File: src/rtl/counter_ctrl_pkg.sv
// -----------------------------------------------------------------------------
// counter_ctrl_pkg
// Shared definitions for the event-counter front end: count-key FSM state
// encoding, default parameter values and the synchroniser depth.
// No ports (package).
// -----------------------------------------------------------------------------
package counter_ctrl_pkg;

   // Count-key FSM state encoding (2-bit, legacy-compatible constants)
   typedef logic [1:0] key_state_t;

   localparam key_state_t ST_IDLE   = 2'd0;
   localparam key_state_t ST_HOLD   = 2'd1;
   localparam key_state_t ST_REPEAT = 2'd2;

   // Flops in each input synchroniser chain
   localparam int unsigned SYNC_DEPTH = 2;

   // Default parameter values
   localparam int unsigned DB_CYCLES_DEF     = 16;
   localparam int unsigned HOLD_CYCLES_DEF   = 64;
   localparam int unsigned REPEAT_CYCLES_DEF = 16;
   localparam int unsigned REPEAT_EN_DEF     = 1;
   localparam int unsigned CNT_W_DEF         = 16;

endpackage

File: src/rtl/counter_input_conditioner_if.sv
// -----------------------------------------------------------------------------
// counter_input_conditioner_if
// Bundles the raw push-button lines and the conditioned control outputs.
//   raw_key  : asynchronous count button, high = pressed
//   raw_mode : asynchronous mode button, high = pressed
//   en       : one-cycle count-enable pulse
//   sel      : mode select level (0 = count mode, 1 = alternate mode)
//   key_db   : debounced count-key level (debug)
//   mode_db  : debounced mode-key level (debug)
// master drives the buttons and observes the outputs; slave is the conditioner.
// -----------------------------------------------------------------------------
interface counter_input_conditioner_if;

   logic raw_key;
   logic raw_mode;
   logic en;
   logic sel;
   logic key_db;
   logic mode_db;

   modport master (
      output raw_key,
      output raw_mode,
      input  en,
      input  sel,
      input  key_db,
      input  mode_db
   );

   modport slave (
      input  raw_key,
      input  raw_mode,
      output en,
      output sel,
      output key_db,
      output mode_db
   );

endinterface

File: src/rtl/debounce_sync.sv
// -----------------------------------------------------------------------------
// debounce_sync
// Synchronises one asynchronous button line, then debounces it: the debounced
// level flips only after DB_CYCLES consecutive synchronised samples disagree
// with it.
//   clk   : clock, rising edge
//   reset : synchronous, active-high
//   raw   : asynchronous button input
//   level : debounced level (registered)
//   rise  : one-cycle strobe, high in the first cycle that level is 1
// -----------------------------------------------------------------------------
module debounce_sync
   import counter_ctrl_pkg::*;
#(
   parameter int unsigned DB_CYCLES = DB_CYCLES_DEF,
   parameter int unsigned CNT_W     = CNT_W_DEF
) (
   input  logic clk,
   input  logic reset,
   input  logic raw,
   output logic level,
   output logic rise
);

   localparam logic [CNT_W-1:0] DB_LAST = CNT_W'(DB_CYCLES - 1);
   localparam logic [CNT_W-1:0] CNT_ONE = CNT_W'(1);

   logic [SYNC_DEPTH-1:0] sync_q;
   logic [CNT_W-1:0]      cnt_q;
   logic [CNT_W-1:0]      cnt_d;
   logic                  level_q;
   logic                  rise_q;
   logic                  synced;
   logic                  flip;

   assign synced = sync_q[SYNC_DEPTH-1];

   // The current sample is the DB_CYCLES-th consecutive mismatch
   assign flip = (synced != level_q) && (cnt_q == DB_LAST);

   always_comb begin
      cnt_d = cnt_q;
      if (synced == level_q || flip) begin
         cnt_d = '0;
      end else begin
         cnt_d = cnt_q + CNT_ONE;
      end
   end

   always_ff @(posedge clk) begin
      if (reset) begin
         sync_q  <= '0;
         cnt_q   <= '0;
         level_q <= 1'b0;
         rise_q  <= 1'b0;
      end else begin
         sync_q  <= {sync_q[SYNC_DEPTH-2:0], raw};
         cnt_q   <= cnt_d;
         if (flip) begin
            level_q <= ~level_q;
         end
         // Strobe registered alongside the level so it lines up with level=1
         rise_q  <= flip & ~level_q;
      end
   end

   assign level = level_q;
   assign rise  = rise_q;

endmodule

File: src/rtl/counter_input_conditioner.sv
// -----------------------------------------------------------------------------
// counter_input_conditioner
// Front end of the two-mode event counter. Turns the bouncing count and mode
// buttons into a clean one-cycle count-enable pulse (with optional auto-repeat
// while the count key is held) and a mode-select level that toggles on every
// mode-key press.
//   clk   : clock, rising edge
//   reset : synchronous, active-high
//   bus   : counter_input_conditioner_if.slave
//           in  raw_key, raw_mode
//           out en, sel, key_db, mode_db
// -----------------------------------------------------------------------------
module counter_input_conditioner
   import counter_ctrl_pkg::*;
#(
   parameter int unsigned DB_CYCLES     = DB_CYCLES_DEF,
   parameter int unsigned HOLD_CYCLES   = HOLD_CYCLES_DEF,
   parameter int unsigned REPEAT_CYCLES = REPEAT_CYCLES_DEF,
   parameter int unsigned REPEAT_EN     = REPEAT_EN_DEF,
   parameter int unsigned CNT_W         = CNT_W_DEF
) (
   input  logic                         clk,
   input  logic                         reset,
   counter_input_conditioner_if.slave   bus
);

   localparam logic [CNT_W-1:0] HOLD_LAST = CNT_W'(HOLD_CYCLES - 1);
   localparam logic [CNT_W-1:0] REP_LAST  = CNT_W'(REPEAT_CYCLES - 1);
   localparam logic [CNT_W-1:0] CNT_ONE   = CNT_W'(1);

   logic key_level;
   logic key_rise;
   logic mode_level;
   logic mode_rise;

   key_state_t       state_q;
   key_state_t       state_d;
   logic [CNT_W-1:0] hold_q;
   logic [CNT_W-1:0] hold_d;
   logic [CNT_W-1:0] rep_q;
   logic [CNT_W-1:0] rep_d;
   logic             en_q;
   logic             en_d;
   logic             sel_q;
   logic             sel_d;
   logic             pending_q;
   logic             pending_d;
   logic             toggle_req;

   debounce_sync #(
      .DB_CYCLES (DB_CYCLES),
      .CNT_W     (CNT_W)
   ) u_key_db (
      .clk   (clk),
      .reset (reset),
      .raw   (bus.raw_key),
      .level (key_level),
      .rise  (key_rise)
   );

   debounce_sync #(
      .DB_CYCLES (DB_CYCLES),
      .CNT_W     (CNT_W)
   ) u_mode_db (
      .clk   (clk),
      .reset (reset),
      .raw   (bus.raw_mode),
      .level (mode_level),
      .rise  (mode_rise)
   );

   // Count-key FSM: first pulse on press, optional auto-repeat while held
   always_comb begin
      state_d = state_q;
      hold_d  = hold_q;
      rep_d   = rep_q;
      en_d    = 1'b0;
      case (state_q)
         ST_IDLE: begin
            if (key_rise) begin
               en_d    = 1'b1;
               hold_d  = '0;
               state_d = ST_HOLD;
            end
         end
         ST_HOLD: begin
            if (!key_level) begin
               state_d = ST_IDLE;
            end else if (hold_q == HOLD_LAST) begin
               // Without auto-repeat the counter parks here until release
               if (REPEAT_EN != 0) begin
                  en_d    = 1'b1;
                  rep_d   = '0;
                  state_d = ST_REPEAT;
               end
            end else begin
               hold_d = hold_q + CNT_ONE;
            end
         end
         ST_REPEAT: begin
            if (!key_level) begin
               state_d = ST_IDLE;
            end else if (rep_q == REP_LAST) begin
               en_d  = 1'b1;
               rep_d = '0;
            end else begin
               rep_d = rep_q + CNT_ONE;
            end
         end
         default: begin
            state_d = ST_IDLE;
         end
      endcase
   end

   // Mode toggle. A toggle that would land on the same edge as an en pulse is
   // held back one cycle so that pulse is counted under the old mode. en is
   // never high two cycles running, so a deferred toggle always retires on
   // the next edge and only one can be pending.
   assign toggle_req = mode_rise | pending_q;

   always_comb begin
      sel_d     = sel_q;
      pending_d = pending_q;
      if (toggle_req) begin
         if (en_d) begin
            pending_d = 1'b1;
         end else begin
            sel_d     = ~sel_q;
            pending_d = 1'b0;
         end
      end
   end

   always_ff @(posedge clk) begin
      if (reset) begin
         state_q   <= ST_IDLE;
         hold_q    <= '0;
         rep_q     <= '0;
         en_q      <= 1'b0;
         sel_q     <= 1'b0;
         pending_q <= 1'b0;
      end else begin
         state_q   <= state_d;
         hold_q    <= hold_d;
         rep_q     <= rep_d;
         en_q      <= en_d;
         sel_q     <= sel_d;
         pending_q <= pending_d;
      end
   end

   assign bus.en      = en_q;
   assign bus.sel     = sel_q;
   assign bus.key_db  = key_level;
   assign bus.mode_db = mode_level;

endmodule

File: src/flat_wrapper.sv
// flat-port wrapper written by rule: the top's interface ports become plain ports
module counter_input_conditioner_flat import counter_ctrl_pkg::*;
#(
   parameter int unsigned DB_CYCLES     = DB_CYCLES_DEF,
   parameter int unsigned HOLD_CYCLES   = HOLD_CYCLES_DEF,
   parameter int unsigned REPEAT_CYCLES = REPEAT_CYCLES_DEF,
   parameter int unsigned REPEAT_EN     = REPEAT_EN_DEF,
   parameter int unsigned CNT_W         = CNT_W_DEF
)
  (clk, reset, bus_raw_key, bus_raw_mode, bus_en, bus_sel, bus_key_db, bus_mode_db);
  counter_input_conditioner_if bus_i ();
  input  logic clk;
  input  logic reset;
  input wire logic [$bits(bus_i.raw_key)-1:0] bus_raw_key;
  input wire logic [$bits(bus_i.raw_mode)-1:0] bus_raw_mode;
  output wire logic [$bits(bus_i.en)-1:0] bus_en;
  output wire logic [$bits(bus_i.sel)-1:0] bus_sel;
  output wire logic [$bits(bus_i.key_db)-1:0] bus_key_db;
  output wire logic [$bits(bus_i.mode_db)-1:0] bus_mode_db;
  assign bus_i.raw_key = bus_raw_key;
  assign bus_i.raw_mode = bus_raw_mode;
  assign bus_en = bus_i.en;
  assign bus_sel = bus_i.sel;
  assign bus_key_db = bus_i.key_db;
  assign bus_mode_db = bus_i.mode_db;
  counter_input_conditioner #(.DB_CYCLES(DB_CYCLES), .HOLD_CYCLES(HOLD_CYCLES), .REPEAT_CYCLES(REPEAT_CYCLES), .REPEAT_EN(REPEAT_EN), .CNT_W(CNT_W)) u_core (.clk(clk), .reset(reset), .bus(bus_i));
endmodule
File: config.mk
export PLATFORM = sky130hd
export DESIGN_NAME = counter_input_conditioner_flat
export DESIGN_NICKNAME = d
export VERILOG_FILES = /design/src/rtl/counter_ctrl_pkg.sv /design/src/rtl/counter_input_conditioner_if.sv /design/src/rtl/debounce_sync.sv /design/src/rtl/counter_input_conditioner.sv /design/src/flat_wrapper.sv
export SDC_FILE = /design/constraint.sdc
export NUM_CORES = 1
export LEC_CHECK = 0
export ABC_AREA = 1
export CORE_ASPECT_RATIO = 1.1
export CORE_UTILIZATION = 31
export DETAILED_ROUTE_END_ITERATION = 8
export SLEW_MARGIN = 0
export SYNTH_ARGS = -nofsm -noshare
export SYNTH_HDL_FRONTEND = slang
export SYNTH_SLANG_ARGS = --single-unit
File: constraint.sdc
create_clock -name clk -period 5.1 [get_ports clk]
set_clock_uncertainty 0.15 [all_clocks]
set_input_delay 0.51 -clock clk [delete_from_list [all_inputs] [get_ports clk]]
set_output_delay 0.51 -clock clk [all_outputs]
set_load 0.01 [all_outputs]
==> out/metrics.yaml, run 1 <==
outcome:
  outcome: "finished clean"
global_route:
  use_met3_pct: 2.91
  antenna_found_initial: 0
  grt_pass1_vias: 3230
  gr-usage-met1_pct: 15.9
  grt_usage_pct: 13.2
  grtUsageMet2_pct: 22.3
  grt_overflow: 0
  grt_pass1_wl_um: 14000
  top_usage_layer: "met2"
  grt_start_max_net_pins: 32
floorplanning:
  initial_utilization_pct: 31.7
  core_region_area_um2: 12500
  pin_count: 8
  fp.dieArea_um2: 13300
  rows: 43
  die_h_um: 121
  die_x_um: 110
clock_tree:
  clk_path_buf_depth: 2
  cts_hold_buf: 0
  h-tree-depth: 3
  clkTransAtPathRegs_ns: 0.06
  cts_resized: 0
  cts_inserted_buffers: 9
  worst_skew_pair.late_latency_ns: 0.34
  cts_tree: "done"
  cts_root_buf: "clkbuf_16"
  postCtsSetupBuffers: 0
  clock-sinks: 77
finish:
  finalInstanceArea_um2: 4450
  post-route-util_pct: 35.5
  nets: 590
  final_cell_mix: "nand2_1 (120), nor2_1 (87), dfxtp_1 (77)"
  fin_cells: 740
  area_growth_pct: 11.8
  mostFrequentLayoutCell: "nand2_1"
  fill_cells: 1315
  layout-drive-gt1-share_pct: 6.17
  insertedDiodeCount: 0
sta:
  hold_viol_final: 0
  period_minus_slack_ns: 2.27
  worst_pin_slew_ns: 0.651
  finalSetupViolations: 0
  rsz0062_at_grt: "no"
  slew_violations: 0
  fmax_mhz: 441
  period_share_pct: 44.5
  relSlewSlack_pct: 56.5
  fin_setup_tns_ns: 0
power_and_ir_drop:
  intPower_w: 0.00101
  p_switching_w: 0.000439
  swShare_pct: 30.4
  peakVddDrop_uv: 150
  power_density_nw_per_um2: 325
  p_clk_share_pct: 40.4
  p_leak_nw: 1.60
  seqPwrFrac_pct: 43.8
  p_comb_share_pct: 15.9
drt:
  post_drt_wl_per_cell_um: 10.8
  drtIter0Drc: 142
  vias: 3471
  antenna_left: 0
  dr.pass1.iters: 4
  drc: 0
  via_per_inst: 4.69
  drt_wl_total_um: 7980
logic_synthesis:
  ys_warn_count: 0
  ys_types: 34
  syn-instance-count: 571
  ys_seq_area_share_pct: 38.8
  synth_seq_cells: 77
  syn-num-nets: 583
  yosysTopAreaCellShare_pct: 38.8
  synth_top_area_cell: "dfxtp_1"
  avgSynthCellArea_um2: 6.96
  syn_area_um2: 3980
  synth.area.top_cells: "dfxtp_1 (39%), nand2_1 (11%), nor2_1 (8.2%)"
placed_design:
  gp_congestion: 0.814
  post-dp-hpwl_um: 5650
  portBuffers: 7
  post_dp_cell_area_um2: 4180
  dp.cells: 724
setup_path:
  reg2reg_to: "u_core.rep_q[10]"
  reg2reg_depth: 9
  r2r_slack_ns: 2.86
  critPathMaxFanout: 31
  r2r-start: "u_core.state_q[1]"
  critPathArrivalTime_ns: 2.39
  cp.required_ns: 5.22
  critical_path_class: "in -> reg"
  start_kind: "input port"
  end_kind: "flop"
min_path:
  hp-class: "reg -> reg"
  hold_depth: 2
  min_to: "u_core.u_key_db.sync_q[1]"
  hold_start: "u_core.u_key_db.sync_q[0]"
job:
  maxCapViolCount: 0
flip-flops by register name, indices dropped and copies added, names as in the netlist, 2 cells and up:
register,count
u_core.hold_q,16
u_core.rep_q,16
u_core.state_q,2
u_core.u_key_db.cnt_q,16
u_core.u_key_db.sync_q,2
u_core.u_mode_db.cnt_q,16
u_core.u_mode_db.sync_q,2
Yosys cell counts (all sizes together):
master / instances
o21ai: 12
a21boi: 1
xnor2: 2
o21bai: 3
inv: 72
nor3b: 12
a211oi: 1
nor3: 27
ha: 8
buf: 9
nand2: 126
clkinv: 1
nor4b: 1
a21oi: 42
nand4: 14
nand3: 41
clkbuf: 3
dfxtp: 77
nor2: 92
o21a: 2
xor2: 21
nor4: 4
per-stage QoR:
step                      hold slack, ns  setup WS [ns]  power (W)
final                              0.260           2.83    0.00144
after global routing               0.276           2.64    0.00152
after CTS                          0.264           2.83    0.00146
after detailed placement           0.253           2.48   0.000878
after global placement             0.250           2.48   0.000869
after floorplan                    0.238           3.35   0.000843
logic make-up after synthesis:
group           after synthesis  share of synthesized area (%)
buf+inv                      85                           8.75
compound gates               61                           8.50
xor+xnor                     23                           5.07
simple gates                317                           36.4
fa+ha+maj                     8                           2.52
flops                        77                           38.8
how the worst max path moves through the flow:
stage	start	endpoint	slack, ns	cells after the start
4_1_cts	u_core.state_q[1]	u_core.rep_q[11]	2.83	9
3_3_place_gp	reset	u_core.u_mode_db.cnt_q[9]	2.48	6
3_5_place_dp	reset	u_core.u_mode_db.cnt_q[9]	2.48	6
2_1_floorplan	u_core.state_q[1]	u_core.rep_q[11]	3.35	10
6_report	reset	u_core.u_mode_db.cnt_q[9]	2.83	6
5_1_grt	u_core.state_q[1]	u_core.rep_q[10]	2.64	9
critical path, cell delays in order:
cell and delay, ns:
clkdlybuf4s50_1 0.40, buf_4 0.24, inv_1 0.26, nand3_1 0.52
o21bai_1 0.34, a21oi_1 0.11
routing by layer:
layer,share of wire [%],wire length [um]
met1,46,3700
met2,49,3870
met3,3.4,269
met4,1.7,135
met5,0,0
cell type report:
| type | count | area [um2] | area share [%] |
|---|---|---|---|
| inverters | 73 | 274 | 6.16 |
| flip-flops and latches | 77 | 1540 | 34.7 |
| well taps | 157 | 196 | 4.42 |
| repair buffers | 8 | 77.6 | 1.74 |
| multi-input cells | 409 | 2090 | 46.9 |
| clock buffers | 11 | 233 | 5.23 |
| clock inverters | 5 | 37.5 | 0.844 |
power by group through the flow:
stage | clock (W) | combinational (W) | sequential (W)
CTS | 0.000601 | 0.000231 | 0.000632
global placement | 0 | 0.000225 | 0.000644
finish | 0.000583 | 0.000229 | 0.000632
global route | 0.000625 | 0.000255 | 0.000635
detailed placement | 0 | 0.000232 | 0.000645
floorplan | 0 | 0.000201 | 0.000642
(Power assumes the default switching activity.)
==> run 2, diff against run 1 <==
clock period = 2.09 ns   (was 5.1 ns; I/O delays follow)
==> run 2 against run 1 <==
Compared with the run above:
- die area unchanged
- first-iteration DRC count rose by 13%
- cell count grew 0.81%
- critical path type is now reg -> reg
- setup slack got worse by 2.7 ns
==> out/metrics.yaml, run 2 (synthesized netlist as in run 1, its figures left out) <==
outcome:
  outcome: "finished clean"
placed_design:
  post_dp_cell_area_um2: 4230  # +1.3%
  portBuffers: 7  # unchanged
  gp_congestion: 0.858  # +5.5%
  dp.cells: 731  # +0.97%
  post-dp-hpwl_um: 5890  # +4.2%
setup_path:
  critical_path.top_delay_family: "simple AND/OR/NAND/NOR gates"
  start_kind: "flop"
  critical_path_class: "reg -> reg"
  worst_path_max_delay_cell: "dfxtp_1"
  cp.required_ns: 2.17  # -3.05 ns
  end_kind: "flop"
  critPathBufInv: 0  # -3
  critPathArrivalTime_ns: 2.03  # -0.36 ns
  cpMostUsedCell: "nand2_2"
  crit_path_cell_trace: "ha_1 > nand3_2 > nor2_4 > nand2_4 > a21boi_4 > nand2_2 > nand2_2 > o21bai_1 > nor2_1"
  r2r_slack_ns: 0.14  # -2.72 ns
  critPathMaxFanout: 9  # -71%
  critPathMaxStageDelay_ns: 0.37  # -0.15 ns
power_and_ir_drop:
  p_total_w: 0.00371  # +160%
  peakVddDrop_uv: 510  # +240%
  power_density_nw_per_um2: 818  # +150%
  p_leak_nw: 1.67  # +4.2%
global_route:
  use_met3_pct: 3.77  # +0.86 points
  gr-usage-met1_pct: 15.9  # about the same
  grt_start_max_net_pins: 31  # -3.1%
  antenna_found_initial: 0  # unchanged
  grt_pass1_vias: 3290  # +1.9%
  grt_overflow: 0  # unchanged
  grtUsageMet2_pct: 23.4  # +1.1 points
  grt_pass1_wl_um: 14400  # +3.0%
  grt_usage_pct: 13.9  # +0.73 points
  top_usage_layer: "met2"
drt:
  drtIter0Drc: 161  # +13%
  via_per_inst: 4.74  # +1.0%
  post_drt_wl_per_cell_um: 11.3  # +4.5%
  vias: 3534  # +1.8%
  drt_wl_total_um: 8410  # +5.3%
  dr.pass1.iters: 6  # +2
  antenna_left: 0  # unchanged
  drc: 0  # unchanged
sta:
  holdWs_ns: 0.229  # -0.0304 ns
  worst_pin_slew_ns: 0.491  # -0.160 ns
  slew_violations: 0  # unchanged
  period_share_pct: 93.5
  finalSetupViolations: 0  # unchanged
  fmax_mhz: 512
  period_minus_slack_ns: 1.95
  relSlewSlack_pct: 67.0  # +11 points
  rsz0062_at_grt: "yes"
  hold_viol_final: 0  # unchanged
finish:
  final_cell_mix: "nand2_1 (120), nor2_1 (87), dfxtp_1 (77)"
  mostFrequentLayoutCell: "nand2_1"
  area_growth_pct: 14.2
  layout-drive-gt1-share_pct: 7.30  # +1.1 points
  finalInstanceArea_um2: 4540  # +2.1%
  nets: 597  # +1.2%
  fin_cells: 746  # +0.81%
  insertedDiodeCount: 0  # unchanged
floorplanning:
  rows: 43  # unchanged
  pin_count: 8  # unchanged
  fp.dieArea_um2: 13300  # unchanged
  core_region_area_um2: 12500  # unchanged
  die_h_um: 121  # unchanged
  die_x_um: 110  # unchanged
  initial_utilization_pct: 31.7  # unchanged
clock_tree:
  clkTransAtPathRegs_ns: 0.06  # about the same
  h-tree-depth: 3  # unchanged
  clock-sinks: 77  # unchanged
  cts_inserted_buffers: 9  # unchanged
  worst_skew_pair.late_latency_ns: 0.34  # about the same
  cts_resized: 0  # unchanged
  cts_hold_buf: 0  # unchanged
  cts_root_buf: "clkbuf_16"
  cts_tree: "done"
  postCtsSetupBuffers: 0  # unchanged
  clk_path_buf_depth: 2  # unchanged
min_path:
  hp-class: "in -> reg"
job:
  maxCapViolCount: 0  # unchanged
==> run 2: final cells by class <==
| cell class | instances | area, um2 |
|---|---|---|
| repair buffers | 15 | 130 |
| clock inverters | 3 | 45.0 |
| clock buffers | 12 | 256 |
| well taps | 157 | 196 |
| flip-flops and latches | 77 | 1540 |
| multi-input cells | 409 | 2100 |
| inverters | 73 | 274 |
| fillers | 1287 | 7990 |
==> run 2: path summary, 6_finish.rpt <==
check | endpoint | start | depth (start not counted)
hold / removal | u_core.u_key_db.sync_q[0] | bus_raw_key | 3
setup reg to reg | u_core.rep_q[11] | u_core.hold_q[0] | 9
hold reg to reg | u_core.u_key_db.sync_q[1] | u_core.u_key_db.sync_q[0] | 2
setup / recovery | u_core.rep_q[11] | u_core.hold_q[0] | 9
==> run 2: per-layer routing <==
metal,wire length (um),vias up,part of all wire [%]
li1,-,1867,-
met1,3790,1607,45
met2,4120,46,49
met3,289,14,3.4
met4,205,0,2.4
met5,0,-,0
==> run 2: worst reg2reg max path: stages (launching register included) <==
cell      delay [ns]
dfxtp_1         0.37
ha_1            0.21
nand3_2         0.14
nor2_4          0.15
nand2_4         0.08
a21boi_4        0.28
nand2_2         0.10
nand2_2         0.15
o21bai_1        0.15
nor2_1          0.05
==> run 2: where the power goes <==
part,total (W),switching (W),leakage [nW],internal [W]
registers,0.00154,0.0000323,0.622,0.00151
clock network,0.00158,0.000594,0.141,0.000982
logic,0.000596,0.000439,0.903,0.000157
==> run 2: stage by stage <==
stage,util [%],setup TNS (ns),worst slack (ns)
5_1_grt,36.2,-0.00526,-0.00526
6_report,36.2,0,0.136
3_5_place_dp,33.7,0,0.148
2_1_floorplan,-,0,0.343
3_3_place_gp,33.7,0,0.192
4_1_cts,36.1,0,0.144
